<file path="src/rtl/pipe_pkg.sv">
// pipe_pkg: shared column types and LFSR step for the pipe scroller.
package pipe_pkg;
  localparam int COL_W = 16;
  localparam int SEL_W = 3;
  typedef logic [COL_W-1:0] col_t;
  // x^8+x^6+x^5+x^4+1 as a left-shifting Fibonacci register taps bits 7,5,4,3
  localparam logic [7:0] LFSR_TAPS = 8'hB8;
  function automatic logic [7:0] lfsr_next(input logic [7:0] q);
    return {q[6:0], ^(q & LFSR_TAPS)};
  endfunction
endpackage

</file>
<file path="src/rtl/pipe_scroller_if.sv">
// pipe_scroller_if: playfield control, pattern exchange and display/collision outputs.
interface pipe_scroller_if #(parameter int IDX_W = 4);
  import pipe_pkg::*;
  logic enable;
  logic clear;
  col_t col_data;
  logic [SEL_W-1:0] pipe_sel;
  logic scroll_tick;
  logic pipe_inserted;
  col_t bird_col_data;
  logic [IDX_W-1:0] disp_col_idx;
  col_t disp_col_data;
  modport master(output enable, clear, col_data,
                 input pipe_sel, scroll_tick, pipe_inserted, bird_col_data, disp_col_idx, disp_col_data);
  modport slave(input enable, clear, col_data,
                output pipe_sel, scroll_tick, pipe_inserted, bird_col_data, disp_col_idx, disp_col_data);
endinterface

</file>
<file path="src/rtl/pipe_lfsr.sv">
// pipe_lfsr: 8-bit pattern-select LFSR, advanced one step per step pulse.
module pipe_lfsr
  import pipe_pkg::*;
(
  input  logic       clk,
  input  logic       rst_n,
  input  logic       step,
  input  logic [7:0] seed,
  output logic [7:0] q
);
  always_ff @(posedge clk or negedge rst_n)
    if (!rst_n) q <= seed;
    else if (step) q <= lfsr_next(q);
endmodule

</file>
<file path="src/rtl/pipe_scroller.sv">
// pipe_scroller: scrolling pipe playfield with LFSR pattern choice,
// bird-column tap and a free-running column scan for the LED driver.
module pipe_scroller
  import pipe_pkg::*;
#(
  parameter int         NCOLS      = 16,
  parameter int         TICK_DIV   = 4,
  parameter int         PIPE_WIDTH = 2,
  parameter int         PIPE_GAP   = 4,
  parameter int         BIRD_COL   = 3,
  parameter logic [7:0] SEED       = 8'h5A
) (
  input logic clk,
  input logic rst_n,
  pipe_scroller_if.slave bus
);
  localparam int IDX_W = $clog2(NCOLS);
  localparam int TW = $clog2(TICK_DIV);
  localparam int PW = $clog2(PIPE_WIDTH + PIPE_GAP);
  localparam logic [IDX_W-1:0] IDX_LAST = IDX_W'(NCOLS - 1);
  localparam logic [TW-1:0] TICK_LAST = TW'(TICK_DIV - 1);
  localparam logic [PW-1:0] PHASE_LAST = PW'(PIPE_WIDTH + PIPE_GAP - 1);
  logic [TW-1:0] tick_cnt;
  logic [PW-1:0] phase;
  col_t cols [NCOLS];
  logic [7:0] lfsr;
  logic [7:0] lfsr_nx;
  logic step;
  logic wrap;
  assign step = bus.enable && tick_cnt == TICK_LAST && !bus.clear;
  assign wrap = phase == PHASE_LAST;
  assign lfsr_nx = lfsr_next(lfsr);
  assign bus.bird_col_data = cols[BIRD_COL];
  pipe_lfsr u_lfsr (.clk(clk), .rst_n(rst_n), .step(step && wrap), .seed(SEED), .q(lfsr));
  always_ff @(posedge clk or negedge rst_n)
    if (!rst_n) begin
      tick_cnt <= '0;
      phase <= '0;
      cols <= '{default: '0};
      bus.pipe_sel <= SEED[SEL_W-1:0];
      bus.scroll_tick <= 1'b0;
      bus.pipe_inserted <= 1'b0;
    end else begin
      bus.scroll_tick <= step;
      bus.pipe_inserted <= step && phase == '0;
      if (bus.clear) begin
        tick_cnt <= '0;
        phase <= '0;
        cols <= '{default: '0};
      end else if (bus.enable) begin
        tick_cnt <= step ? '0 : tick_cnt + 1'b1;
        if (step) begin
          for (int i = 0; i < NCOLS - 1; i++) cols[i] <= cols[i+1];
          cols[NCOLS-1] <= phase < PW'(PIPE_WIDTH) ? bus.col_data : '0;
          phase <= wrap ? '0 : phase + 1'b1;
          // new pattern is chosen only between pipes, so col_data is long settled
          if (wrap) bus.pipe_sel <= lfsr_nx[SEL_W-1:0];
        end
      end
    end
  always_ff @(posedge clk or negedge rst_n)
    if (!rst_n) begin
      bus.disp_col_idx <= '0;
      bus.disp_col_data <= '0;
    end else begin
      bus.disp_col_idx <= bus.disp_col_idx == IDX_LAST ? '0 : bus.disp_col_idx + 1'b1;
      bus.disp_col_data <= cols[bus.disp_col_idx];
    end
endmodule

</file>
<file path="src/flat_wrapper.sv">
// flat-port wrapper written by rule: the top's interface ports become plain ports
module pipe_scroller_flat import pipe_pkg::*;
#(
  parameter int         NCOLS      = 16,
  parameter int         TICK_DIV   = 4,
  parameter int         PIPE_WIDTH = 2,
  parameter int         PIPE_GAP   = 4,
  parameter int         BIRD_COL   = 3,
  parameter logic [7:0] SEED       = 8'h5A
)
  (clk, rst_n, bus_enable, bus_clear, bus_col_data, bus_pipe_sel, bus_scroll_tick, bus_pipe_inserted, bus_bird_col_data, bus_disp_col_idx, bus_disp_col_data);
  pipe_scroller_if #(.IDX_W(4)) bus_i ();
  input logic clk;
  input logic rst_n;
  input wire logic [$bits(bus_i.enable)-1:0] bus_enable;
  input wire logic [$bits(bus_i.clear)-1:0] bus_clear;
  input wire logic [$bits(bus_i.col_data)-1:0] bus_col_data;
  output wire logic [$bits(bus_i.pipe_sel)-1:0] bus_pipe_sel;
  output wire logic [$bits(bus_i.scroll_tick)-1:0] bus_scroll_tick;
  output wire logic [$bits(bus_i.pipe_inserted)-1:0] bus_pipe_inserted;
  output wire logic [$bits(bus_i.bird_col_data)-1:0] bus_bird_col_data;
  output wire logic [$bits(bus_i.disp_col_idx)-1:0] bus_disp_col_idx;
  output wire logic [$bits(bus_i.disp_col_data)-1:0] bus_disp_col_data;
  assign bus_i.enable = bus_enable;
  assign bus_i.clear = bus_clear;
  assign bus_i.col_data = bus_col_data;
  assign bus_pipe_sel = bus_i.pipe_sel;
  assign bus_scroll_tick = bus_i.scroll_tick;
  assign bus_pipe_inserted = bus_i.pipe_inserted;
  assign bus_bird_col_data = bus_i.bird_col_data;
  assign bus_disp_col_idx = bus_i.disp_col_idx;
  assign bus_disp_col_data = bus_i.disp_col_data;
  pipe_scroller #(.NCOLS(NCOLS), .TICK_DIV(TICK_DIV), .PIPE_WIDTH(PIPE_WIDTH), .PIPE_GAP(PIPE_GAP), .BIRD_COL(BIRD_COL), .SEED(SEED)) u_core (.clk(clk), .rst_n(rst_n), .bus(bus_i));
endmodule
</file>
<file path="config.mk">
export PLATFORM = sky130hd
export DESIGN_NAME = pipe_scroller_flat
export DESIGN_NICKNAME = d
export VERILOG_FILES = /design/src/rtl/pipe_pkg.sv /design/src/rtl/pipe_scroller_if.sv /design/src/rtl/pipe_lfsr.sv /design/src/rtl/pipe_scroller.sv /design/src/flat_wrapper.sv
export SDC_FILE = /design/constraint.sdc
export NUM_CORES = 1
export LEC_CHECK = 0
export BUFFER_PORTS_ARGS = -buffer_cell sky130_fd_sc_hd__buf_2
export CAP_MARGIN = 5
export CORE_MARGIN = 5
export CORE_UTILIZATION = 55
export DETAILED_ROUTE_END_ITERATION = 8
export PLACE_DENSITY = 0.83
export RECOVER_POWER = 25
export SETUP_SLACK_MARGIN = 0.4
export SLEW_MARGIN = 40
export SYNTH_ARGS = -nofsm -noshare
export SYNTH_HDL_FRONTEND = slang
export SYNTH_SLANG_ARGS = --single-unit
</file>
<file path="constraint.sdc">
create_clock -name clk -period 3.5 [get_ports clk]
set_clock_uncertainty 0.1 [all_clocks]
set_input_delay 0.7 -clock clk [delete_from_list [all_inputs] [get_ports clk]]
set_output_delay 0.7 -clock clk [all_outputs]
set_load 0.01 [all_outputs]
</file>
# [Yosys cells after proc, flatten, opt, wreduce, memory -nomap -nowiden]
# Index checks and enable logic that the tools add are counted.
[totals] reg_bits=294 output_inout_bits=41 wordCells=60
[op_classes] add_sub_neg=3 order_cmp=2 eq_ne=3 mux=15 n_bitwise=2 n_reduce_logical=11
[op_table] op="256-bit 2-to-1 mux" n=3
[op_table] op="16-bit binary-select mux with 4-bit select" n=1
[op_table] op="16-bit 2-to-1 mux" n=3
[op_table] op="3-bit 2-to-1 mux" n=4
[op_table] op="8-bit XOR reduction" n=1
[op_table] op="2-bit 2-to-1 mux" n=3
[op_table] op="5-bit >= comparator, second input constant" n=1
[op_table] op="4-bit inverter with 5-bit output" n=1
[op_table] op="4-bit by 1-bit adder with 4-bit output, second input constant" n=1
[op_table] op="4-bit == test, second input constant" n=1
[op_table] op="1-bit logical AND" n=4
[op_table] op="4-bit 2-to-1 mux" n=1
[op_table] op="4-bit AND reduction" n=1
[op_table] op="2-bit nonzero test" n=2
[op_table] op="3-bit by 1-bit adder with 3-bit output, second input constant" n=1
[op_table] op="3-bit == test, second input constant" n=1
[op_table] op="3-bit zero test" n=1
[op_table] op="3-bit by 2-bit < comparator with 1-bit output, second input constant" n=1
[op_table] op="2-bit by 1-bit adder with 2-bit output, second input constant" n=1
[op_table] op="2-bit == test, second input constant" n=1
[op_table] op="2-bit AND reduction" n=1
[op_table] op="1-bit zero test" n=1
[op_table] op="1-bit inverter" n=1

# [Logic depth before layout (Yosys ltp)]
[depth] word_depth=6 ltp_mapped=7 mapped_depth_nobuf=5

# [Least setup slack after synthesis]
# No wires, ideal clock.
[synth_timing] path_type="input port to flip-flop" start="in bus_enable" end="reg u_core.u_lfsr.q[2]" setup_time_ns=0.128 arrival_time_ns=1.735 setup_slack_ns=1.538 stages=5 path_buffers=2 path_cell_list="buf_2 nand3b_4 nor3_4 buf_4 mux2_1"
[synth_via] elab_chain_cells=3
[synth_lines] item="from (decl)" line="flat_wrapper.sv:15" source="input wire logic [$bits(bus_i.enable)-1:0] bus_enable;"
[synth_lines] item="1-bit logical AND (2 in series)" line="pipe_scroller.sv:30" source="assign step = bus.enable && tick_cnt == TICK_LAST && !bus.clear;"
[synth_lines] item="1-bit logical AND" line="pipe_scroller.sv:34" source="pipe_lfsr u_lfsr (.clk(clk), .rst_n(rst_n), .step(step && wrap), .seed(SEED), .q(lfsr));"
[synth_lines] item="to (signal assigned)" line="pipe_lfsr.sv:13" source="else if (step) q <= lfsr_next(q);"
[synth_lines] item="to (decl)" line="pipe_lfsr.sv:9" source="output logic [7:0] q"
# Every way passes these cells.
# A chain may end at the register's enable or synchronous reset.

# [Final worst setup path]
[layout_timing] start="reg u_core.bus.disp_col_idx[0]" end="out bus_disp_col_idx[0]"
[layout_rtl] item="from (decl)" line="pipe_scroller_if.sv:16" source="output pipe_sel, scroll_tick, pipe_inserted, bird_col_data, disp_col_idx, disp_col_data);"
[layout_rtl] item="from (signal assigned)" line="pipe_scroller.sv:66" source="bus.disp_col_idx <= bus.disp_col_idx == IDX_LAST ? '0 : bus.disp_col_idx + 1'b1;"
[layout_rtl] item="to (decl)" line="flat_wrapper.sv:22" source="output wire logic [$bits(bus_i.disp_col_idx)-1:0] bus_disp_col_idx;"
# No word-level cell between the ends.

==> impl_metrics.json <==
{
  "max_slew_margin_pct": -48.8,
  "timing.max_cap.violations": 1,
  "grt_pass1_wl_mm": 44.7,
  "layout_commonest_cell": "sky130_fd_sc_hd__dfrtp_1",
  "timing_hold_violations_final": 0,
  "die_w_um": 162,
  "initial_utilization_pct": 56.0,
  "drt.antenna.violating_nets": 0,
  "violations_in_the_final_reports": "capacitance limit, slew limit",
  "grt_max_degree": 88,
  "rr_endpoint": "u_core.bus.disp_col_data[11]",
  "clk_transition_reported_paths_ns": 0.06,
  "placed_cells_incl_taps": 1137,
  "timing_worst_slew_pin_value_ns": 2.23,
  "globalRouteMet3Util_pct": 3.04,
  "drt_iter0_drc": 793,
  "drv_slew": 83,
  "global_route.overflow_total": 0,
  "cts.hold.buffers_added": 0,
  "pwr_density_cell_nw_per_um2": 482,
  "floorplan.io_pins": 61,
  "syn-cell-area_um2": 12700,
  "startpoint_class": "register",
  "run_status": "finished with violations",
  "nNetsFinal": 906,
  "whs_path_depth": 2,
  "cts-resized-gates": 0,
  "grt_setup_unrepaired": "no",
  "min_from": "bus_col_data[2]",
  "post-route-util_pct": 62.0,
  "setup.worst_path.end_class": "output pin",
  "setup_tns_ns": 0,
  "gr-usage-met2_pct": 29.8,
  "critical_path_class": "reg2out",
  "first_global_vias": 7897,
  "deepest_level_of_the_cts_h_tree": 1,
  "routed-via-count": 7922,
  "gr-usage-all-layers_pct": 20.5,
  "synth-warning-count": 0,
  "post_layout_instance_count_excluding_filler_cells": 1193,
  "drt_wl_total_mm": 26.6,
  "gp_congestion": 0.746,
  "area_enclosed_by_the_die_boundary_um2": 26300,
  "required_time_of_the_critical_path_ns": 2.70,
  "hold_wc_path_type": "in2reg",
  "antenna_found_initial": 0,
  "cts_setup_buffers": 0,
  "r2r-start": "u_core.bus.disp_col_idx[1]",
  "detailedPlacementHpwl_mm": 15.8,
  "drt_first_pass_iters": 4,
  "overall_die_height_um": 162,
  "numClockSinks": 294,
  "post_synth_inst_count": 871,
  "wl_per_cell_um": 22.3,
  "r2r_setup_slack_ns": 1.06,
  "synth_seq_cells": 294,
  "placement.io_buffers": 60,
  "timing.critical_path.fanout_max": 37,
  "cts_buffer_depth": 3,
  "post_route_cells_drive_above_1_share_pct": 22.9,
  "fmax_mhz": 375,
  "global_route.peak_usage_layer": "met1",
  "yosysUniqueCellTypes": 38,
  "insertedDiodeCount": 0,
  "core_area_um2": 22700,
  "syn-num-nets": 893,
  "worst_ir_drop_vdd_mv": 0.335,
  "holdPathEnd": "u_core.cols[2]",
  "final_cell_mix": "sky130_fd_sc_hd__dfrtp_1 (288), sky130_fd_sc_hd__a22o_1 (257), sky130_fd_sc_hd__mux2i_1 (64)",
  "mean_cell_area_of_the_mapped_netlist_um2": 14.6,
  "fin_crit_ns": 2.67,
  "ratio_of_final_minimum_period_to_clock_period_pct": 76.3,
  "setup_violations": 0,
  "worst_reg_to_reg_cells": 5,
  "insertion_delay_ns": 0.54,
  "synth-seq-area-share_pct": 57.9,
  "detail_route.vias_per_cell": 6.64,
  "drt_drc_violations_left": 0,
  "critPathArrivalTime_ns": 1.87,
  "groute.layer.met1.usage_pct": 33.1,
  "p_total_mw": 6.78,
  "tritoncts": "built",
  "power.leakage_nw": 7.15,
  "placement_rows": 55,
  "number_of_buffers_created_by_cts": 30,
  "clk_root_buffer_cell": "sky130_fd_sc_hd__clkbuf_16",
  "flow.area_growth_from_synthesis_pct": 10.7
}
-- layer usage --
layer  wire, um  up-vias
li1           -     3456
met1      12700     4196
met2      12000      227
met3       1390       43
met4        484        0
met5          0        -
-- flip-flops by register name (all words and copies together) (netlist names) --
register                  count
u_core.bus.bird_col_data     16
u_core.bus.disp_col_data     16
u_core.bus.disp_col_idx       4
u_core.bus.pipe_inserted      1
u_core.bus.pipe_sel           3
u_core.bus.scroll_tick        1
u_core.cols                 240
u_core.phase                  3
u_core.tick_cnt               2
u_core.u_lfsr.q               8
-- layout make-up --
| cell class | instances | area, um^2 |
|---|---|---|
| Clock inverter | 9 | 72.6 |
| Clock buffer | 47 | 946 |
| Fill cell | 1709 | 8630 |
| Multi-Input combinational cell | 475 | 4730 |
| Inverter | 2 | 12.5 |
| Tap cell | 285 | 357 |
| Timing Repair Buffer | 81 | 596 |
| Sequential cell | 294 | 7370 |
-- metrics by stage --
| step | setup WS, ns | hold slack, ns | cell area (um^2) |
|---|---|---|---|
| after floorplan | 1.54 | 0.304 | 12700 |
| after global placement | 1.12 | 0.363 | 13100 |
| after detailed placement | 1.09 | 0.374 | 13100 |
| after CTS | 0.781 | 0.0774 | 14100 |
| after global routing | 0.710 | 0.265 | 14100 |
| final | 0.831 | 0.278 | 14100 |
-- kinds of logic (layout without fill, tap and decap cells) --
logic type	after synthesis	in the layout	synth area share, %
flops	294	294	57.9
mux	105	105	11.5
xor+xnor	6	6	0.413
compound gates	331	331	23.6
buf+inv	102	139	4.98
fa+ha+maj	2	2	0.197
simple gates	31	31	1.41
-- worst max-delay path, stage by stage, from the launching register on --
cell and delay [ns]:
sky130_fd_sc_hd__dfrtp_4 0.77, sky130_fd_sc_hd__buf_12 0.34, sky130_fd_sc_hd__buf_2 0.20
-- synthesized netlist by cell type, drive strengths merged --
| library cell | instances | share of area (%) |
|---|---|---|
| a32o | 1 | 0.079 |
| inv | 2 | 0.059 |
| dfstp | 5 | 1.0 |
| nor4 | 1 | 0.049 |
| mux2i | 64 | 5.0 |
| o21ai | 16 | 0.63 |
| o21a | 2 | 0.12 |
| dfrtp | 289 | 57 |
| a21o | 1 | 0.059 |
| nor2b | 2 | 0.12 |
| nand2b | 1 | 0.049 |
| and2 | 2 | 0.098 |
| mux2 | 9 | 0.80 |
| mux4 | 32 | 5.7 |
| buf | 82 | 4.4 |
| nor2 | 2 | 0.059 |
| nand3b | 2 | 0.22 |
| a22oi | 16 | 0.94 |
| xnor2 | 1 | 0.069 |
| a21oi | 3 | 0.21 |
| xor2 | 5 | 0.34 |
| a22o | 257 | 18 |
| nand2 | 19 | 0.56 |
| a41o | 1 | 0.079 |
| clkbuf | 18 | 0.53 |
| a221oi | 32 | 3.7 |
| nor3 | 2 | 0.26 |
| a31oi | 2 | 0.098 |
| ha | 2 | 0.20 |
-- where the power goes --
group | leakage, nW | switching [mW] | internal, mW | total (mW)
logic | 2.56 | 0.137 | 0.0372 | 0.174
clock network | 0.509 | 1.28 | 1.92 | 3.20
registers | 4.09 | 0.00425 | 3.40 | 3.41
-- how the worst max path moves through the flow --
stage	startpoint	endpoint	slack (ns)	cells after the start
finish	u_core.bus.disp_col_idx[0]	bus_disp_col_idx[0]	0.83	2
global route	u_core.bus.disp_col_idx[0]	bus_disp_col_idx[0]	0.71	2
CTS	u_core.bus.disp_col_idx[0]	bus_disp_col_idx[0]	0.78	2
detailed placement	u_core.bus.disp_col_idx[1]	u_core.bus.disp_col_data[15]	1.09	5
global placement	u_core.bus.disp_col_idx[1]	u_core.bus.disp_col_data[15]	1.12	5
floorplan	bus_enable	u_core.u_lfsr.q[2]	1.54	5
Power figures use the tool's default switching activity.
